$ cat config.mk
export PLATFORM = sky130hd
export DESIGN_NAME = lut_config_loader
export DESIGN_NICKNAME = d
export VERILOG_FILES = /design/src/rtl/lut_config_loader.sv
export SDC_FILE = /design/constraint.sdc
export NUM_CORES = 1
export LEC_CHECK = 0
export CAP_MARGIN = 40
export CELL_PAD_IN_SITES_DETAIL_PLACEMENT = 1
export CELL_PAD_IN_SITES_GLOBAL_PLACEMENT = 1
export CORE_MARGIN = 2
export CORE_UTILIZATION = 45
export DETAILED_ROUTE_END_ITERATION = 12
export DONT_BUFFER_PORTS = 1
export GPL_TIMING_DRIVEN = 1
export PLACE_DENSITY_LB_ADDON = 0.12
export SKIP_LAST_GASP = 1
export SYNTH_ARGS = -nofsm -noshare
export SYNTH_HDL_FRONTEND = slang
export SYNTH_SLANG_ARGS = --single-unit
export TNS_END_PERCENT = 30
$ cat constraint.sdc
create_clock -name config_clk -period 1.7 [get_ports config_clk]
set_input_delay 0.425 -clock config_clk [delete_from_list [all_inputs] [get_ports config_clk]]
set_output_delay 0.425 -clock config_clk [all_outputs]
set_load 0.005 [all_outputs]
$ cat src/rtl/lut_config_loader.sv
// lut_config_loader: assembles a MEM_SIZE-bit LUT truth table from SHIFT_WIDTH-bit beats
// and commits it to the LUT with a single-cycle config_en/done pulse.
// The first beat lands in the MSBs of config_in.
// Optional feature macro: LUT_CFG_PARITY_EN adds a trailing even-parity beat whose bit 0
// must equal the XOR of all data bits; a mismatch drops the frame and sets a sticky cfg_error.
module lut_config_loader #(
  parameter int unsigned INPUTS      = 4,
  parameter int unsigned MEM_SIZE    = 2**INPUTS,
  parameter int unsigned SHIFT_WIDTH = 1
) (
  input  logic                   config_clk,
  input  logic                   config_rst_n,
  input  logic                   start,
  input  logic                   abort,
  input  logic [SHIFT_WIDTH-1:0] bit_in,
  input  logic                   bit_valid,
  output logic                   bit_ready,
  output logic                   config_en,
  output logic [MEM_SIZE-1:0]    config_in,
  output logic                   busy,
  output logic                   done,
  output logic                   cfg_error
);

  localparam int unsigned Words = MEM_SIZE / SHIFT_WIDTH;
  localparam int unsigned CntW  = $clog2(Words + 1);

  if (MEM_SIZE % SHIFT_WIDTH != 0) begin : gen_bad_shift_width
    $error("MEM_SIZE must be a multiple of SHIFT_WIDTH");
  end

  typedef enum logic [1:0] {StIdle, StShift, StParity, StCommit} state_e;

  state_e              state_q, state_d;
  logic [CntW-1:0]     count_q, count_d;
  logic [MEM_SIZE-1:0] shift_q, shift_d;
  logic                last_beat;

`ifdef LUT_CFG_PARITY_EN
  logic cfg_error_q, cfg_error_d;
`endif

  assign last_beat = (count_q == CntW'(Words - 1));
  assign busy      = (state_q != StIdle);
  // The LUT only captures on config_en, so exposing the partial shift register is harmless.
  assign config_in = shift_q;

  // Next-state, datapath update and strobe decode.
  always_comb begin
    state_d   = state_q;
    count_d   = count_q;
    shift_d   = shift_q;
    bit_ready = 1'b0;
    config_en = 1'b0;
    done      = 1'b0;
`ifdef LUT_CFG_PARITY_EN
    cfg_error_d = cfg_error_q;
`endif
    unique case (state_q)
      StIdle: begin
        // abort wins over a simultaneous start
        if (start && !abort) begin
          state_d = StShift;
          count_d = '0;
`ifdef LUT_CFG_PARITY_EN
          cfg_error_d = 1'b0;
`endif
        end
      end
      StShift: begin
        bit_ready = 1'b1;
        if (abort) begin
          state_d = StIdle;
        end else if (bit_valid) begin
          shift_d = (shift_q << SHIFT_WIDTH) | MEM_SIZE'(bit_in);
          count_d = count_q + 1'b1;
          if (last_beat) begin
`ifdef LUT_CFG_PARITY_EN
            state_d = StParity;
`else
            state_d = StCommit;
`endif
          end
        end
      end
`ifdef LUT_CFG_PARITY_EN
      StParity: begin
        bit_ready = 1'b1;
        if (abort) begin
          state_d = StIdle;
        end else if (bit_valid) begin
          // Register holds exactly the MEM_SIZE data bits here, so its XOR is the frame parity.
          if (bit_in[0] == ^shift_q) begin
            state_d = StCommit;
          end else begin
            state_d     = StIdle;
            cfg_error_d = 1'b1;
          end
        end
      end
`endif
      StCommit: begin
        config_en = 1'b1;
        done      = 1'b1;
        state_d   = StIdle;
      end
      default: state_d = StIdle;
    endcase
  end

  // State, beat counter and shift register.
  always_ff @(posedge config_clk or negedge config_rst_n) begin
    if (!config_rst_n) begin
      state_q <= StIdle;
      count_q <= '0;
      shift_q <= '0;
    end else begin
      state_q <= state_d;
      count_q <= count_d;
      shift_q <= shift_d;
    end
  end

`ifdef LUT_CFG_PARITY_EN
  // Sticky parity error flag, cleared by an accepted start.
  always_ff @(posedge config_clk or negedge config_rst_n) begin
    if (!config_rst_n) begin
      cfg_error_q <= 1'b0;
    end else begin
      cfg_error_q <= cfg_error_d;
    end
  end

  assign cfg_error = cfg_error_q;
`else
  assign cfg_error = 1'b0;
`endif

endmodule

==> impl_metrics.csv <==
group,metric,value,unit
run_status,outcome,"finished clean",
sta,fin_tns_setup,0,ns
cts,cts_buffer_depth,2,
route,ant_nets,0,
sta,clock_skew,0.00185,ns
power,irDropWorstVdd,551,uV
yosys,synth_top_area_cell,"dfrtp_1",
floorplanning,start_util,48.0,%
floorplanning,core.rowCount,17,
critical_path,required,1.27,ns
power,p_leak,0.554,nW
cts,ctsResizeCount,0,
sta,grt_setup_unrepaired,"false",
yosys,async_flop_share,100,%
critical_path,cp-end-kind,"output port",
floorplanning,ios,27,
layout,nets,82,
global_routing,use_met1,19.9,%
cts,h-tree-depth,1,
yosys,yosysSeqAreaShare,54.2,%
critical_path,path_class,"reg2out",
cts,clock-sinks,23,
route,routed-via-count,555,
place,place_hpwl,1350,um
min_path,hold_path_class,"in2reg",
layout,antenna_cells,0,
global_routing,grt_pass1_vias,593,
global_routing,top_usage_layer,"met2",
route,routed_wl,1870,um
cts,postCtsSetupBuffers,0,
flow_run,drv_cap,0,
layout,area_delta_synth_final,6.71,%
global_routing,met3_usage,4.86,%
cts,clk_latency,0.31,ns
floorplanning,die_area,2770,um^2
sta,report.final.setup_viol,0,
critical_path,r2r_cells,4,
yosys,synth_top_area_share,54.2,%
place,io_buffers,0,
yosys,synth.avg_cell_area,15.6,um^2
cts,root_buffer,"clkbuf_4",
yosys,synth.most_common_cell,"dfrtp_1",
yosys,netlist_top_cells_count,"dfrtp_1, mux2_4, a22o_1",
floorplanning,die_x,52.6,um
min_path,holdPathStages,1,
sta,setup_slack,0.0760,ns
global_routing,antenna_found_initial,0,
route,via_per_inst,5.50,
route,drc_errors,0,
global_routing,grt_usage,15.8,%
yosys,synth-seq-cells,23,
yosys,yosys_warnings,0,
critical_path,crit_path_max_fanout,5,
route,first_iter_violations,5,
cts,clk_pin_slew,0.12,ns
sta,post-route-min-period,1.62,ns
sta,fmax,616,MHz
cts,cts_tree,"done",
yosys,synth_cell_type_count,25,
route,first_pass_iters,2,
yosys,synth_flop_cell,"dfrtp_1",
place,gp_congestion,0.708,
sta,finalHoldViolCount,0,
route,wl_per_cell,18.6,um
global_routing,grt_max_degree,24,
sta,period_share,95.5,%
sta,slew_violations,0,
yosys,synth_edf_count,0,
global_routing,gr-total-overflow,0,
yosys,synth_area_leaders,"dfrtp_1, mux2_4, a22o_1, ha_1, buf_12",
floorplanning,die_height,52.6,um
critical_path,start_kind,"flop",
floorplanning,core_area,2210,um^2
critical_path,arrival,1.20,ns
place,dp_slack,0.145,ns
global_routing,grt_pass1_wl,3040,um
global_routing,grtUsageMet2,23.1,%
cts,cts_buffers,3,
power,cellPowerDensity,995,nW/um^2
yosys,synthCells,68,
sta,hold-worst-slack,0.163,ns
layout,drive_above_1_share,38.4,%
yosys,syn_area,1060,um^2
yosys,syn_nets,76,
[cell type report]
cell class	count	area [um^2]
Timing Repair Buffer	5	60.1
Tap cell	28	35.0
Inverter	2	7.51
Multi-Input combinational cell	39	429
Sequential cell	23	576
Clock buffer	4	26.3
Fill cell	234	1080
[cell families (layout without fill, tap and decap cells)]
| kind of cell | after synthesis | in the layout | share of synthesized area [%] |
|---|---|---|---|
| AND/OR/NAND/NOR | 12 | 12 | 8.48 |
| XOR/XNOR | 1 | 1 | 0.825 |
| multiplexers | 18 | 18 | 24.6 |
| flip-flops | 23 | 23 | 54.2 |
| buffers and inverters | 6 | 11 | 5.42 |
| adder cells (fa/ha/maj) | 2 | 2 | 2.36 |
| other | 1 | 1 | 0.353 |
| AO/OA/AOI/OAI | 5 | 5 | 3.77 |
[sequential cells by signal, summed over array words and instances (netlist names)]
register	count
config_in	16
count_q	5
state_q	2
[power breakdown]
part / internal, mW / switching [mW]
Combinational: 0.119 / 0.0530
Clock: 0.0918 / 0.162
Sequential: 0.619 / 0.0824
[worst max-delay path, stage by stage, from the launching register on]
cell     delay [ns]
dfrtp_1        0.42
buf_4          0.16
or2_2          0.31
[worst paths after layout]
path | startpoint | to | slack, ns
worst max register to register | state_q[1]$_DFFE_PN0P_ | config_in[11]$_DFFE_PN0P_ | 0.14
max in group asynchronous | config_rst_n | config_in[10]$_DFFE_PN0P_ | 0.75
worst max-delay path | state_q[0]$_DFFE_PN0P_ | busy | 0.08
worst min register to register | count_q[4]$_DFFE_PN0P_ | count_q[4]$_DFFE_PN0P_ | 0.52
min in group asynchronous | config_rst_n | config_in[15]$_DFFE_PN0P_ | 0.49
worst min-delay path | abort | state_q[0]$_DFFE_PN0P_ | 0.16
[layer usage]
metal	vias up	routed length [um]	share of wire, %
li1	245	-	-
met1	285	820	44
met2	20	891	48
met3	5	117	6.2
met4	0	45	2.4
met5	-	0	0
[through the flow]
| step | area, um^2 | util, % | instances | total power [mW] |
|---|---|---|---|---|
| 3_5_place_dp | 1080 | 48.9 | 95 | 0.871 |
| 4_1_cts | 1120 | 50.6 | 100 | 1.14 |
| 5_1_grt | 1130 | 51.2 | 101 | 1.19 |
| 2_1_floorplan | 1060 | - | 68 | 0.828 |
| 6_report | 1130 | 51.2 | 101 | 1.13 |
| 3_3_place_gp | 1080 | 48.9 | 95 | 0.855 |
[layout by cell type (no fill, tap or decap), types with 2 or more instances in the layout]
cell type / Yosys / layout
ha_1: 2 / 2
mux2_4: 16 / 16
dfrtp_1: 23 / 23
and2_1: 2 / 2
a22o_1: 3 / 3
clkbuf_4: 0 / 3
buf_4: 2 / 2
inv_1: 2 / 2
[repair_timing]
item / CTS / global route
hold buffers: 1 / 0
endpoints found under the hold margin: 23 / 0
setup endpoints to repair: 0 / 0
Power figures use the tool's default switching activity.
